<file path="config.mk">
export PLATFORM = sky130hd
export DESIGN_NAME = exc_pc_sequencer
export DESIGN_NICKNAME = d
export VERILOG_FILES = /design/src/rtl/cpu_ctrl_pkg.sv /design/src/rtl/exc_priority_enc.sv /design/src/rtl/exc_pc_sequencer.sv
export SDC_FILE = /design/constraint.sdc
export NUM_CORES = 1
export LEC_CHECK = 0
export CORE_AREA = 2 2 88 111
export CTS_BUF_LIST = sky130_fd_sc_hd__clkbuf_4
export CTS_CLUSTER_DIAMETER = 40
export DETAILED_ROUTE_END_ITERATION = 7
export DIE_AREA = 0 0 90 113
export GPL_TIMING_DRIVEN = 1
export PLACE_DENSITY = 0.71
export SLEW_MARGIN = 20
export SYNTH_ARGS = -nofsm -noshare
export SYNTH_HDL_FRONTEND = slang
export SYNTH_SLANG_ARGS = --single-unit
</file>
<file path="constraint.sdc">
create_clock -name clk -period 2.7 [get_ports clk]
set_input_delay 0.54 -clock clk [delete_from_list [all_inputs] [get_ports clk]]
set_output_delay 0.54 -clock clk [all_outputs]
set_load 0.02 [all_outputs]
</file>
<file path="src/rtl/cpu_ctrl_pkg.sv">
// Shared control-unit definitions: FSM states, PC-source selects, exception
// cause encodings and default handler vector addresses.
package cpu_ctrl_pkg;

  localparam int unsigned DATA_W  = 32;
  localparam int unsigned VEC_W   = 8;
  localparam int unsigned CAUSE_W = 2;
  localparam int unsigned PCSRC_W = 3;
  localparam int unsigned CNT_W   = 3;
  localparam int unsigned REQ_W   = 3;

  typedef enum logic [2:0] {
    ST_IDLE  = 3'd0,
    ST_SAVE  = 3'd1,
    ST_FETCH = 3'd2,
    ST_LOAD  = 3'd3,
    ST_RET   = 3'd4
  } exc_state_e;

  localparam logic [PCSRC_W-1:0] PCSRC_ULA    = 3'd0;
  localparam logic [PCSRC_W-1:0] PCSRC_ALUOUT = 3'd1;
  localparam logic [PCSRC_W-1:0] PCSRC_CONCAT = 3'd2;
  localparam logic [PCSRC_W-1:0] PCSRC_MDR    = 3'd3;
  localparam logic [PCSRC_W-1:0] PCSRC_EPC    = 3'd4;

  localparam logic [CAUSE_W-1:0] CAUSE_NONE   = 2'd0;
  localparam logic [CAUSE_W-1:0] CAUSE_OPCODE = 2'd1;
  localparam logic [CAUSE_W-1:0] CAUSE_OVF    = 2'd2;
  localparam logic [CAUSE_W-1:0] CAUSE_DIV0   = 2'd3;

  localparam int unsigned VEC_OPCODE_DEF = 253;
  localparam int unsigned VEC_OVF_DEF    = 254;
  localparam int unsigned VEC_DIV0_DEF   = 255;

  typedef struct packed {
    logic [CAUSE_W-1:0] cause;
    logic [VEC_W-1:0]   vector;
  } exc_sel_t;

endpackage

</file>
<file path="src/rtl/exc_priority_enc.sv">
// Fixed-priority exception encoder: opcode > overflow > div0 -> {cause, vector}.
module exc_priority_enc
  import cpu_ctrl_pkg::*;
#(
  parameter int unsigned VEC_OPCODE = VEC_OPCODE_DEF,
  parameter int unsigned VEC_OVF    = VEC_OVF_DEF,
  parameter int unsigned VEC_DIV0   = VEC_DIV0_DEF
) (
  input  logic [REQ_W-1:0] req,
  output exc_sel_t         sel_c
);

  always_comb begin
    sel_c = '{cause: CAUSE_NONE, vector: '0};
    if (req[0]) begin
      sel_c = '{cause: CAUSE_OPCODE, vector: VEC_W'(VEC_OPCODE)};
    end else if (req[1]) begin
      sel_c = '{cause: CAUSE_OVF, vector: VEC_W'(VEC_OVF)};
    end else if (req[2]) begin
      sel_c = '{cause: CAUSE_DIV0, vector: VEC_W'(VEC_DIV0)};
    end
  end

endmodule

</file>
<file path="src/rtl/exc_pc_sequencer.sv">
// Exception entry / return sequencer: saves EPC, fetches the handler vector
// through memory/MDR and drives the PC-source select and PC write strobe.
module exc_pc_sequencer
  import cpu_ctrl_pkg::*;
#(
  parameter int unsigned MEM_LAT    = 2,
  parameter int unsigned VEC_OPCODE = VEC_OPCODE_DEF,
  parameter int unsigned VEC_OVF    = VEC_OVF_DEF,
  parameter int unsigned VEC_DIV0   = VEC_DIV0_DEF,
  parameter int unsigned PC_OFFSET  = 4
) (
  input  logic                clk,
  input  logic                reset,
  input  logic [REQ_W-1:0]    exc_req,
  input  logic                eret,
  input  logic [DATA_W-1:0]   pc_in,
  input  logic [DATA_W-1:0]   mdr_in,
  output logic                busy,
  output logic                epc_write,
  output logic [DATA_W-1:0]   epc_data,
  output logic                mem_read,
  output logic [DATA_W-1:0]   mem_addr,
  output logic                pc_write,
  output logic [PCSRC_W-1:0]  pc_source_control,
  output logic [CAUSE_W-1:0]  exc_cause
);

  exc_state_e          state, state_nxt;
  logic [CNT_W-1:0]    cnt, cnt_nxt;
  exc_sel_t            sel_c;
  logic [VEC_W-1:0]    vec, vec_nxt;
  logic                busy_nxt, epc_write_nxt, mem_read_nxt, pc_write_nxt;
  logic [PCSRC_W-1:0]  pcsrc_nxt;
  logic [DATA_W-1:0]   epc_data_nxt;
  logic [CAUSE_W-1:0]  cause_nxt;

  // The handler address reaches PC through the datapath MDR mux, not through here.
  logic unused_mdr;
  assign unused_mdr = ^mdr_in;

  exc_priority_enc #(
    .VEC_OPCODE (VEC_OPCODE),
    .VEC_OVF    (VEC_OVF),
    .VEC_DIV0   (VEC_DIV0)
  ) u_prio (
    .req   (exc_req),
    .sel_c (sel_c)
  );

  // State and wait-counter register
  always_ff @(posedge clk or negedge reset) begin
    if (!reset) begin
      state <= ST_IDLE;
      cnt   <= '0;
    end else begin
      state <= state_nxt;
      cnt   <= cnt_nxt;
    end
  end

  // Next-state logic; requests are only looked at in IDLE
  always_comb begin
    state_nxt = state;
    cnt_nxt   = cnt;
    case (state)
      ST_IDLE: begin
        if (|exc_req)  state_nxt = ST_SAVE;
        else if (eret) state_nxt = ST_RET;
      end
      ST_SAVE: begin
        state_nxt = ST_FETCH;
        cnt_nxt   = CNT_W'(MEM_LAT - 1);
      end
      ST_FETCH: begin
        if (cnt == '0) state_nxt = ST_LOAD;
        else           cnt_nxt   = cnt - CNT_W'(1);
      end
      ST_LOAD: state_nxt = ST_IDLE;
      ST_RET:  state_nxt = ST_IDLE;
      default: state_nxt = ST_IDLE;
    endcase
  end

  // Output decode from the upcoming state so every output leaves a flop
  always_comb begin
    busy_nxt      = (state_nxt != ST_IDLE);
    epc_write_nxt = 1'b0;
    mem_read_nxt  = 1'b0;
    pc_write_nxt  = 1'b0;
    pcsrc_nxt     = PCSRC_ULA;
    epc_data_nxt  = epc_data;
    vec_nxt       = vec;
    cause_nxt     = exc_cause;
    case (state_nxt)
      ST_SAVE:  epc_write_nxt = 1'b1;
      ST_FETCH: mem_read_nxt  = 1'b1;
      ST_LOAD: begin
        pc_write_nxt = 1'b1;
        pcsrc_nxt    = PCSRC_MDR;
      end
      ST_RET: begin
        pc_write_nxt = 1'b1;
        pcsrc_nxt    = PCSRC_EPC;
      end
      default: ;
    endcase
    if (state == ST_IDLE && state_nxt == ST_SAVE) begin
      epc_data_nxt = pc_in - DATA_W'(PC_OFFSET);
      vec_nxt      = sel_c.vector;
      cause_nxt    = sel_c.cause;
    end
    if (state == ST_IDLE && state_nxt == ST_RET) begin
      cause_nxt = CAUSE_NONE;
    end
  end

  // Output register
  always_ff @(posedge clk or negedge reset) begin
    if (!reset) begin
      busy              <= 1'b0;
      epc_write         <= 1'b0;
      mem_read          <= 1'b0;
      pc_write          <= 1'b0;
      pc_source_control <= PCSRC_ULA;
      epc_data          <= '0;
      vec               <= '0;
      exc_cause         <= CAUSE_NONE;
    end else begin
      busy              <= busy_nxt;
      epc_write         <= epc_write_nxt;
      mem_read          <= mem_read_nxt;
      pc_write          <= pc_write_nxt;
      pc_source_control <= pcsrc_nxt;
      epc_data          <= epc_data_nxt;
      vec               <= vec_nxt;
      exc_cause         <= cause_nxt;
    end
  end

  assign mem_addr = DATA_W'(vec);

endmodule

</file>
==> Word level (Yosys, flattened, before mapping) <==
Index checks and enable logic that the tools add are counted.
{ "totals": {"elab_cells": 44, "input_bits": 70, "output_inout_bits": 73, "reg_bits": 55} }
{ "classes": {"add_sub_neg": 2, "eq_ne": 7, "reduce_logical": 10, "mux": 15} }
{ "ops": {"columns": ["op", "count"], "rows": [
  ["32-bit by 3-bit subtractor with 32-bit output (second input constant)", 1],
  ["10-bit 2-to-1 mux", 3],
  ["3-bit 2-to-1 mux", 4],
  ["3-bit case mux with 2 select lines", 2],
  ["3-bit by 2-bit == test with 1-bit output (second input constant)", 3],
  ["3-bit case mux with 3 select lines", 1],
  ["3-bit by 1-bit == test with 1-bit output (second input constant)", 2],
  ["3-bit logical NOT", 2],
  ["2-bit 2-to-1 mux", 2],
  ["2-bit nonzero test", 2],
  ["3-bit == test (second input constant)", 1],
  ["1-bit 2-to-1 mux", 3],
  ["3-bit nonzero test", 1],
  ["3-bit OR reduction", 1],
  ["3-bit by 1-bit subtractor with 3-bit output (second input constant)", 1],
  ["1-bit logical AND", 2],
  ["2-bit inequality test (second input constant)", 1],
  ["2-bit AND reduction", 1],
  ["2-bit OR reduction", 1]
]} }

==> Longest topological paths before layout <==
{ "logic_depth": {"depth_word": 7, "mapped_depth": 8, "ltp_nobuf": 7} }

==> Hierarchy <==
A second synthesis with hierarchy kept.
{ "hier_totals": {"hier_cells": 317, "hier_area_um2": 2885.3} }
{ "modules_own_cells": {"columns": ["mod", "instances", "cells_each", "seq_area_each_um2", "area_each_um2"], "rows": [
  ["exc_pc_sequencer", 1, 305, 1351.3, 2807.7],
  ["exc_priority_enc", 1, 12, 0.0, 77.6]
]} }

==> Worst setup path after synthesis <==
OpenSTA, ideal clock, no wires.
{ "synth_path": {"path_kind": "input -> register", "start": "input port pc_in[18]", "end": "register epc_data[31]", "required_time_ns": 2.620, "setup_time_ns": 0.080, "stages": 5, "path_buffers": 0, "setup_slack_ns": 0.414, "arrival_ns": 2.206, "path_cell_list": "or4_4 -> or4_4 -> or4_1 -> mux2_4 -> o211ai_2"} }
{ "synth_between": {"elab_chain_len": 1} }
{ "synth_lines": {"columns": ["element", "line_no", "text"], "rows": [
  ["start, declared", "exc_pc_sequencer.sv:16", "input logic [DATA_W-1:0] pc_in,"],
  ["32-bit by 3-bit subtractor with 32-bit output", "exc_pc_sequencer.sv:108", "epc_data_nxt = pc_in - DATA_W'(PC_OFFSET);"],
  ["end signal, assigned", "exc_pc_sequencer.sv:134", "epc_data <= epc_data_nxt;"],
  ["end, declared", "exc_pc_sequencer.sv:20", "output logic [DATA_W-1:0] epc_data,"]
]} }
Every way passes these cells.
A chain may end at the register's enable or synchronous reset.

==> Worst setup path after layout <==
Same ends and word-level chain as after synthesis.

==> run_results.csv <==
group,metric,value,unit
critical_path,cp_max_fo,3,
clock_tree,clk_latency,0.38,ns
synthesis,synth.cells.most_frequent,"dfrtp_1 (49), nand2_1 (41), o21ai_0 (33)",
floorplanning,io-pin-count,143,
routing,drt_iter0_markers,66,
synthesis,yosys.area.top_type,"dfrtp_1",
power,power.leakage,0.00150,µW
power,ir_worst_vdd,0.414,mV
worst_hold_path,hold_path_class,"in -> async",
grt,antenna_found_initial,0,
place,gp_congestion,0.777,
synthesis,synth.most_common_cell,"dfrtp_1",
grt,grt_max_degree,50,
critical_path,critical_path_class,"in -> reg",
critical_path,reg2reg_depth,5,
routing,drc_errors,0,
floorplanning,die_w,90,µm
routing,postRouteAntennaNets,0,
synthesis,synth_warnings,0,
sta,fin_crit_sh,87.4,%
sta,grt_setup_unrepaired,"false",
critical_path,crit_path_start_kind,"input port",
synthesis,synthCells,289,
floorplanning,core.rowCount,39,
place,dp_hpwl,5050,µm
grt,grt_pass1_vias,2199,
place,place_ws,-0.0642,ns
synthesis,netlist_area,2650,µm²
sta,max_freq,0.424,GHz
final_layout,area.sequential,1230,µm²
power,power_density,960,nW/µm²
clock_tree,cts-htree-levels,2,
sta,finalSetupViolations,0,
routing,routed_wl,6510,µm
sta,fin_skew,0.0171,ns
synthesis,synth_edf_count,0,
routing,vias,2237,
clock_tree,ctsLongestPathBuffers,2,
critical_path,crit_path_end_kind,"flip-flop",
critical_path,r2r-start,"state[1]",
critical_path,rrSetupSlack,0.66,ns
critical_path,rr_endpoint,"epc_data[31]",
clock_tree,cts_resized,0,
run_status,status,"finished clean",
final_layout,syn_to_final_growth,38.2,%
synthesis,ys_seq_elements,49,
sta,worst_slack,0.339,ns
final_layout,nNetsFinal,454,
synthesis,synthTopCellsByArea,"dfrtp_1 (46%), buf_4 (8.5%), xnor2_1 (7.6%), o21ai_0 (6.2%), nand2_1 (5.8%)",
final_layout,utilization,40.3,%
final_layout,antenna-diode-count,0,
place,io_buffers,86,
sta,relSlewSlack,58.2,%
routing,wire_per_inst,12.9,µm
final_layout,drive_gt1_share,8.90,%
synthesis,synth_ff_type,"dfrtp_1",
clock_tree,cts_root_buffer,"clkbuf_4",
final_layout,multiInputGateArea,1210,µm²
critical_path,cp.arrival,2.68,ns
floorplanning,fp.dieArea,10200,µm²
sta,hold_viol,0,
grt,grt.total_usage,13.0,%
sta,worst_pin_slew,0.627,ns
power,total_power,3510,µW
routing,dr.pass1.iters,4,
floorplanning,die_h,113,µm
synthesis,synth.distinct_cells,41,
floorplanning,initial_core_util,29.2,%
clock_tree,clk_pin_slew,0.15,ns
flow_run,cap_violations,0,
clock_tree,post_cts_buffers,0,
clock_tree,cts_tree,"built",
synthesis,yosys.area.top_type_share,46.3,%
clock_tree,ctsHoldBuffers,0,
synthesis,async_reset_ff_share,100,%
synthesis,syn_area_per_cell,9.17,µm²
grt,grt_overflow,0,
grt,grt_pass1_wl,10600,µm
floorplanning,core_area,9080,µm²
critical_path,required,3.02,ns
synthesis,ys_seq_area_share,46.3,%
sta,min_period,2.36,ns
clock_tree,cts.sinks,49,
routing,vias_per_cell,4.43,
sta,final_max_slew_viol_count,0,
clock_tree,cts_buffers,5,
final_layout,fill_cells,932,
-- flip-flops by register name, indices dropped and copies added (netlist names) --
name and cells:
vec 3, state 3, epc_data 32, pc_source_control 2, cnt 3, pc_write 1, exc_cause 2, busy 1
mem_read 1, epc_write 1
-- layout make-up --
class                      count  share of cell area [%]
clock buffer                   5                    1.03
clock inverter                 3                   0.444
inverter                       8                   0.820
multi-input combinational    214                    33.2
sequential                    49                    33.5
tap                          123                    4.20
timing repair buffer         103                    26.9
-- critical path, stage by stage --
cell and delay, ns:
clkdlybuf4s50_1 0.41, or4_4 0.55, or4_4 0.43, or4_1 0.40
mux2_4 0.27, o211ai_2 0.06
-- layer usage --
metal | part of all wire (%) | vias to the layer above | GRT usage, %
met1 | 41 | 1041 | 14.8
li1 | - | 1108 | -
met2 | 50 | 78 | 23.5
met3 | 6.1 | 10 | 3.53
met4 | 2.0 | 0 | 4.82
met5 | 0 | - | 0
-- per-stage QoR --
| step | area [µm²] | instances | setup TNS (ns) | hold WS [ns] |
|---|---|---|---|---|
| global route | 3660 | 505 | 0 | 0.282 |
| CTS | 3660 | 505 | 0 | 0.245 |
| global placement | 3610 | 497 | -0.0532 | 0.461 |
| detailed placement | 3610 | 497 | -0.0654 | 0.471 |
| floorplan | 2740 | 312 | 0 | 0.244 |
| finish | 3660 | 505 | 0 | 0.245 |
-- cells by family (layout without fill, tap and decap cells) --
| logic type | count (synthesis) | in the layout | synth area share, % |
|---|---|---|---|
| AOI/OAI and AO/OA | 49 | 49 | 10.4 |
| xor gates and xnor gates | 26 | 26 | 8.60 |
| adders and majority gates | 3 | 3 | 1.42 |
| buffers and inverters | 49 | 119 | 11.2 |
| DFF | 49 | 49 | 46.3 |
| muxes | 2 | 2 | 0.945 |
| other | 1 | 24 | 0.142 |
| and+or+nand+nor | 110 | 110 | 21.0 |
-- report_power, final --
part | internal [µW] | switching (µW)
combinational | 871 | 1030
sequential | 1070 | 199
clock | 99.8 | 253
total | 2040 | 1480
-- layout by cell type, fill, tap and decap left out, types with 3 or more instances in the layout --
master           count
clkdlybuf4s50_1     85
dfrtp_1             49
nand2_1             41
o21ai_0             33
conb_1              24
xnor2_1             23
nor3_1              17
buf_4               17
nor2_1              15
nor4_1               9
inv_1                7
or3_1                5
clkbuf_4             5
nand2b_1             4
a21oi_1              4
nor2b_1              3
and3_1               3
clkinv_1             3
a31oi_1              3
xor2_1               3
ha_1                 3
-- how the worst max path moves through the flow --
stage,start,end,slack [ns],cells past startpoint
3_5_place_dp,pc_in[18],epc_data[31],-0.06,6
5_1_grt,pc_in[18],epc_data[31],0.32,6
4_1_cts,pc_in[18],epc_data[31],0.36,6
3_3_place_gp,pc_in[18],epc_data[31],-0.05,6
6_report,pc_in[18],epc_data[31],0.34,6
2_1_floorplan,pc_in[18],epc_data[31],0.41,5
Power figures use the tool's default switching activity.
